--- config.mk ---
export PLATFORM = sky130hd
export DESIGN_NAME = vram_arbiter
export DESIGN_NICKNAME = d
export VERILOG_FILES = /design/src/rtl/vram_arb_pkg.sv /design/src/rtl/vram_arbiter.sv
export SDC_FILE = /design/constraint.sdc
export NUM_CORES = 1
export LEC_CHECK = 0
export ABC_CLOCK_PERIOD_IN_PS = 1600
export CAP_MARGIN = 40
export CORE_MARGIN = 4
export CORE_UTILIZATION = 34
export CTS_BUF_LIST = sky130_fd_sc_hd__clkbuf_8
export CTS_CLUSTER_SIZE = 28
export DETAILED_ROUTE_END_ITERATION = 16
export PLACE_DENSITY = 0.75
export SKIP_CTS_REPAIR_TIMING = 1
export SYNTH_ARGS = -nofsm -noshare
export SYNTH_HDL_FRONTEND = slang
export SYNTH_SLANG_ARGS = --single-unit
--- constraint.sdc ---
create_clock -name clk_25 -period 1.6 [get_ports clk_25]
set_input_delay 0.24 -clock clk_25 [delete_from_list [all_inputs] [get_ports clk_25]]
set_output_delay 0.24 -clock clk_25 [all_outputs]
set_load 0.005 [all_outputs]
--- src/rtl/vram_arb_pkg.sv ---
`default_nettype none
// ============================================================================
//  Module   : vram_arb_pkg
//  Purpose  : Shared types and constants for the VRAM arbiter (CPU access
//             FSM state encoding and wait-counter width).
//  Revision : 1.0  initial release
// ============================================================================
package vram_arb_pkg;

   // Width of the saturating CPU blocked-cycle counter
   localparam int WAIT_CNT_W = 8;

   // CPU access FSM states
   typedef enum logic [1:0] {
      C_IDLE = 2'd0,   // waiting for a CPU request / free cycle
      C_RD   = 2'd1,   // read issued last cycle, RAM data arriving now
      C_ACK  = 2'd2    // completion pulse cycle
   } cpu_state_t;

endpackage : vram_arb_pkg
`default_nettype wire

--- src/rtl/vram_arbiter.sv ---
`default_nettype none
// ============================================================================
//  Module   : vram_arbiter
//  Purpose  : Shares a single-port synchronous VRAM between the VDG display
//             fetch (strict priority) and CPU reads/writes (free cycles,
//             req/ack handshake). Tracks CPU starvation.
//  Revision : 1.0  initial release
// ============================================================================
module vram_arbiter
   import vram_arb_pkg::*;
#(
   parameter int ADDR_W   = 14,
   parameter int DATA_W   = 8,
   parameter int MAX_WAIT = 16
) (
   input  logic              clk_25,
   input  logic              reset_n,
   // VDG fetch side
   input  logic              vdg_req,
   input  logic [ADDR_W-1:0] vdg_addr,
   output logic [DATA_W-1:0] vdg_data,
   // CPU bus side
   input  logic              cpu_req,
   input  logic              cpu_we,
   input  logic [ADDR_W-1:0] cpu_addr,
   input  logic [DATA_W-1:0] cpu_wdata,
   output logic [DATA_W-1:0] cpu_rdata,
   output logic              cpu_ack,
   output logic              cpu_starve,
   // VRAM macro side
   output logic [ADDR_W-1:0] ram_addr,
   output logic [DATA_W-1:0] ram_wdata,
   output logic              ram_we,
   input  logic [DATA_W-1:0] ram_rdata
);

   localparam logic [WAIT_CNT_W-1:0] c_max_wait = WAIT_CNT_W'(MAX_WAIT);
   localparam logic [WAIT_CNT_W-1:0] c_wait_sat = {WAIT_CNT_W{1'b1}};

   cpu_state_t              r_state;
   logic [WAIT_CNT_W-1:0]   r_wait_cnt;
   logic                    r_vdg_tag;
   logic [DATA_W-1:0]       r_vdg_data;
   logic [DATA_W-1:0]       r_cpu_rdata;
   logic                    r_cpu_ack;
   logic                    r_cpu_starve;

   logic                    w_cpu_issue;
   logic                    w_cpu_blocked;
   logic [WAIT_CNT_W-1:0]   w_wait_nxt;

   // CPU may only issue from idle in a cycle the VDG leaves free; this is
   // what guarantees a write can never collide with a display fetch.
   assign w_cpu_issue   = (r_state == C_IDLE) &  cpu_req & ~vdg_req;
   assign w_cpu_blocked = (r_state == C_IDLE) &  cpu_req &  vdg_req;

   // Grant mux: VDG address wins; otherwise the CPU address is presented
   // (a harmless read when no CPU access is being issued).
   always_comb begin
      ram_addr = vdg_req ? vdg_addr : cpu_addr;
      ram_we   = w_cpu_issue & cpu_we;
   end

   assign ram_wdata = cpu_wdata;

   // Next blocked-cycle count: cleared on issue or idle bus, saturating increment when blocked
   always_comb begin
      w_wait_nxt = r_wait_cnt;
      if (!cpu_req || w_cpu_issue) begin
         w_wait_nxt = '0;
      end else if (w_cpu_blocked && (r_wait_cnt != c_wait_sat)) begin
         w_wait_nxt = r_wait_cnt + WAIT_CNT_W'(1);
      end
   end

   // CPU FSM, VDG capture pipeline, wait counter and registered outputs
   always_ff @(posedge clk_25 or negedge reset_n) begin
      if (!reset_n) begin
         r_state      <= C_IDLE;
         r_wait_cnt   <= '0;
         r_vdg_tag    <= 1'b0;
         r_vdg_data   <= '0;
         r_cpu_rdata  <= '0;
         r_cpu_ack    <= 1'b0;
         r_cpu_starve <= 1'b0;
      end else begin
         // VDG fetch: tag follows the strobe so the RAM's 1-cycle-late data
         // is captured exactly once per fetch; pipelined for every-cycle strobes.
         r_vdg_tag <= vdg_req;
         if (r_vdg_tag) begin
            r_vdg_data <= ram_rdata;
         end

         // Starve flag tracks the count being loaded, so it drops the cycle after issue
         r_wait_cnt   <= w_wait_nxt;
         r_cpu_starve <= (w_wait_nxt >= c_max_wait);

         r_cpu_ack <= 1'b0;
         case (r_state)
            C_IDLE: begin
               if (w_cpu_issue) begin
                  if (cpu_we) begin
                     r_state   <= C_ACK;
                     r_cpu_ack <= 1'b1;
                  end else begin
                     r_state   <= C_RD;
                  end
               end
            end
            C_RD: begin
               // Data for the read issued last cycle is on ram_rdata now;
               // a VDG fetch issued this cycle lands next cycle, so no swap.
               r_cpu_rdata <= ram_rdata;
               r_cpu_ack   <= 1'b1;
               r_state     <= C_ACK;
            end
            C_ACK: begin
               r_state <= C_IDLE;
            end
            default: begin
               r_state <= C_IDLE;
            end
         endcase
      end
   end

   assign vdg_data   = r_vdg_data;
   assign cpu_rdata  = r_cpu_rdata;
   assign cpu_ack    = r_cpu_ack;
   assign cpu_starve = r_cpu_starve;

endmodule : vram_arbiter
`default_nettype wire

# Yosys cells after proc, flatten, opt, wreduce, memory -nomap -nowiden
# Index checks and enable logic that the tools add are counted.
[op_classes] order_cmp=1 n_addsub=1 bitwise_logic=5 n_reduce_logical=4 eq_ne=3 muxes=9
[op_table] op="$mux 8" count=2
[op_table] op="$mux 14" count=1
[op_table] op="$add 8x1->8 const B" count=1
[op_table] op="$ge 8x5->1 const B" count=1
[op_table] op="$ne 8x8->1 const B" count=1
[op_table] op="$and 1x1->1" count=4
[op_table] op="$mux 2" count=2
[op_table] op="$pmux 2 s2" count=1
[op_table] op="$eq 2x1->1 const B" count=1
[op_table] op="$logic_not 2->1" count=1
[op_table] op="$mux 1" count=2
[op_table] op="$ne 2x2->1 const B" count=1
[op_table] op="$pmux 1 s2" count=1
[op_table] op="$logic_and 1x1->1" count=1
[op_table] op="$logic_not 1->1" count=1
[op_table] op="$logic_or 1x1->1" count=1
[op_table] op="$not 1->1" count=1
[word_totals] word_cells=30 out_inout_bits=41 input_bits=49 regBits=29

# Depth between registers and ports, before layout
[logic_depth] ltp_word=7 mapped_depth=6 depth_no_buf=5

# Least setup slack after synthesis
# OpenSTA, ideal clock, no wires.
[synth_timing] path_type="register to register" from="register r_state[1]" to="register r_cpu_starve, in the netlist cpu_starve" synth_period_minus_slack_ns=1.650 stages_incl_launch_ff=6 n_path_buf=1 slack_ns=-0.050 required_ns=1.462 arrival_time_ns=1.511 setup_time_ns=0.138 path_cell_list="dfrtp_1 > and4bb_1 > buf_4 > and4_1 > a311oi_1 > or4_1"
[synth_via] elab_chain_len=7 word_cells_on_any_way=9 cone_classes="order compare: 1; mux: 2; bitwise: 3; reduce/logical: 3"
[synth_lines] element="start, declared" line="vram_arbiter.sv:40" text="cpu_state_t r_state;"
[synth_lines] element="start signal, assigned" line="vram_arbiter.sv:79" text="r_state <= C_IDLE;"
[synth_lines] element="start signal, assigned" line="vram_arbiter.sv:103" text="r_state <= C_ACK;"
[synth_lines] element="start signal, assigned" line="vram_arbiter.sv:106" text="r_state <= C_RD;"
[synth_lines] element="$logic_not 2->1 *" line="vram_arbiter.sv:54, vram_arbiter.sv:55"
[synth_lines] element="$and 1x1->1 *" line="vram_arbiter.sv:54, vram_arbiter.sv:55"
[synth_lines] element="$and 1x1->1" line="vram_arbiter.sv:55" text="assign w_cpu_blocked = (r_state == C_IDLE) & cpu_req & vdg_req;"
[synth_lines] element="$logic_and 1x1->1" line="vram_arbiter.sv:71" text="end else if (w_cpu_blocked && (r_wait_cnt != c_wait_sat)) begin"
[synth_lines] element="$mux 8" line="vram_arbiter.sv:71"
[synth_lines] element="$mux 8 *" line="vram_arbiter.sv:69" text="if (!cpu_req || w_cpu_issue) begin"
[synth_lines] element="net w_wait_nxt[6]" line="vram_arbiter.sv:50" text="logic [WAIT_CNT_W-1:0] w_wait_nxt;"
[synth_lines] element="$ge 8x5->1 *" line="vram_arbiter.sv:96" text="r_cpu_starve <= (w_wait_nxt >= c_max_wait);"
[synth_lines] element="end signal, assigned" line="vram_arbiter.sv:96"
[synth_lines] element="end, declared" line="vram_arbiter.sv:46" text="logic r_cpu_starve;"
# The timed path passes the listed nets; every way through them passes the cells marked *.
# A chain may end at the register's enable or synchronous reset.

# Worst setup path after layout
# Same ends and word-level chain as after synthesis.

==> run metrics <==
outcome complete, but fails checks; failing checks setup timing; H-tree level count 2; Yosys reg bits 29; Final Cell Area 2390 sq um; commonest cells after routing, fill and taps aside clkdlybuf4s50_1, mux2_2, dfrtp_1; Setup crit start kind flop; Overall Power 1.95 mW; kind of critical path reg2reg; area grow syn2layout 65.6%; first-pass GRT wire length 5780 um; Starting Density 35.6%; DR vias/cell 5.01; metal3 WL 402 um; HP Class in2reg; final hold violation count 0; worst-skew pair later-pin latency 0.28 ns; setup slack after layout -0.112 ns; minimum clock period 1.71 ns; Seq/Total Area, Yosys 50.3%; Critical Path, Cell by Cell and4bb_4, nand4_1, mux2i_1, or4_1; RSZ-0062 raised after global routing true; Ports 90; CP max FO 5; synth unique cells 26; layout cells sized above 1 28.4%; count of final setup violators 2; initial antenna violation count 0; Die Ht 73.1 um; total number of yosys warnings 0; Port Buffers 73; Final Cycle Share 107%; largest net degree at the start of global routing 30; Worst-path clk slew 0.06 ns; most common cell after layout, fill and taps aside clkdlybuf4s50_1; Reg2Reg Setup Slack -0.11 ns; clk root buf clkbuf_8; CP max stage delay 0.53 ns; Setup crit end kind flop; wire per inst 15.8 um; CTS buffer count 5; DR iter-0 viols 51; DR DRC count 0; Crit-path slowest cell or4_1; ant diodes 0; Synth Instances 116; post-synthesis net count 166; GRT overflow 0; synthesized cell area 1440 sq um; Slew Limit Fails 0; crit path DAT 1.86 ns; PD cells 815 nW/um^2; worst path bufs/invs 0; core area 4060 sq um; met1 WL 1380 um; die area 5350 sq um; Layout Cells excl Fill 247; Met2 Routed Length 2070 um; critical path required time 1.74 ns; Top Layer Used met4; deepest clock path buffer count 2; Least-Margin Pin Slew 0.471 ns; Peak Freq 584 MHz; num rows 23; NumNets Final 246; skew final 0.00680 ns; TritonCTS clock tree built; Syn Area/Cell 12.4 sq um; clk sink count 29; Die W 73.1 um; Post-DRT Antenna Nets 0; number of max-cap violations 0; dpl cell area 2200 sq um; Worst Setup Slack post-DPL -0.546 ns; placed insts 233; vias 1237; CP delay by family, top simple AND/OR/NAND/NOR gates; Fin Setup TNS -0.135 ns; Detailed Routing Iterations Pass 1 4; Peak VDD IR 0.000361 V; Yosys top cell area share 50.3%; GRT Overall Usage 14.1%; Yosys top cell by area dfrtp_1; FILL cells 322; number of global-route vias before repair 1339; WL final 3900 um; largest cells by area after synthesis dfrtp_1, mux2_2, buf_4; Pleak 1.14 nW; GPL Wtd Cong 0.751; post-DP HPWL 2970 um; Slew Limit Headroom 68.6%
-- final timing paths --
path / startpoint / endpoint / cells after the start
setup / recovery: r_state[1] / cpu_starve / 4
setup reg to reg: r_state[1] / cpu_starve / 4
hold reg to reg: cpu_rdata[5] / cpu_rdata[5] / 1
min in group asynchronous: reset_n / vdg_data[7] / 2
max in group asynchronous: reset_n / r_state[0] / 2
hold / removal: vdg_req / r_vdg_tag / 2
-- per-layer routing --
metal  GRT usage (%)  up-vias
met4            5.94        0
met3            5.92        7
met5               0        -
met2            24.4       64
li1                -      570
met1            14.9      596
-- worst reg2reg max path, stage by stage (launching register included) --
cell and delay, ns:
dfrtp_1 0.40, and4bb_4 0.38, nand4_1 0.12, mux2i_1 0.17, or4_1 0.53
-- sequential cells by signal, indices dropped and copies added (netlist names) --
signal / flops
vdg_data: 8
cpu_ack: 1
r_vdg_tag: 1
r_wait_cnt: 8
cpu_rdata: 8
cpu_starve: 1
r_state: 2
-- cell usage after synthesis --
cell	n
buf_4	10
dfrtp_1	29
mux2i_1	3
clkbuf_1	3
o2111ai_1	1
inv_1	1
xor2_1	3
and2_1	2
o31a_1	1
o21ai_0	2
nand2b_1	4
and3_1	3
and4bb_1	1
nand4_1	3
and4_1	2
ha_1	1
a21oi_1	1
o211ai_1	1
mux2_2	30
a311oi_1	1
a41oi_1	1
nor3_1	2
or4_1	1
nand2_1	3
nor2_1	5
nand3_1	2
-- power by group --
| part | internal, mW | switching [mW] |
|---|---|---|
| clock | 0.294 | 0.270 |
| combinational | 0.370 | 0.149 |
| sequential | 0.818 | 0.0454 |
-- metrics by stage --
step                hold slack [ns]  util, %
CTS                           0.344     56.4
detailed placement            0.480     54.3
floorplan                   -0.0556        -
global route                  0.300     58.9
global placement              0.480     54.3
finish                        0.298     58.9
-- logic make-up (layout without fill, tap and decap cells) --
family	after synthesis	after routing	share of synthesized area, %
mux	33	33	25.5
flops	29	29	50.3
compound gates	8	8	3.99
fa+ha+maj	1	1	0.867
xor+xnor	3	3	1.82
buf+inv	14	94	6.24
simple gates	28	29	11.3
-- final cells by class --
type | count | area (sq um) | share of cell area (%)
sequential | 29 | 727 | 30.4
multi-input combinational | 74 | 654 | 27.4
tap | 50 | 62.6 | 2.62
timing repair buffer | 85 | 858 | 35.9
clock inverter | 3 | 13.8 | 0.576
inverter | 1 | 3.75 | 0.157
clock buffer | 5 | 68.8 | 2.88
Note: power is estimated with default switching activity, not from simulation.
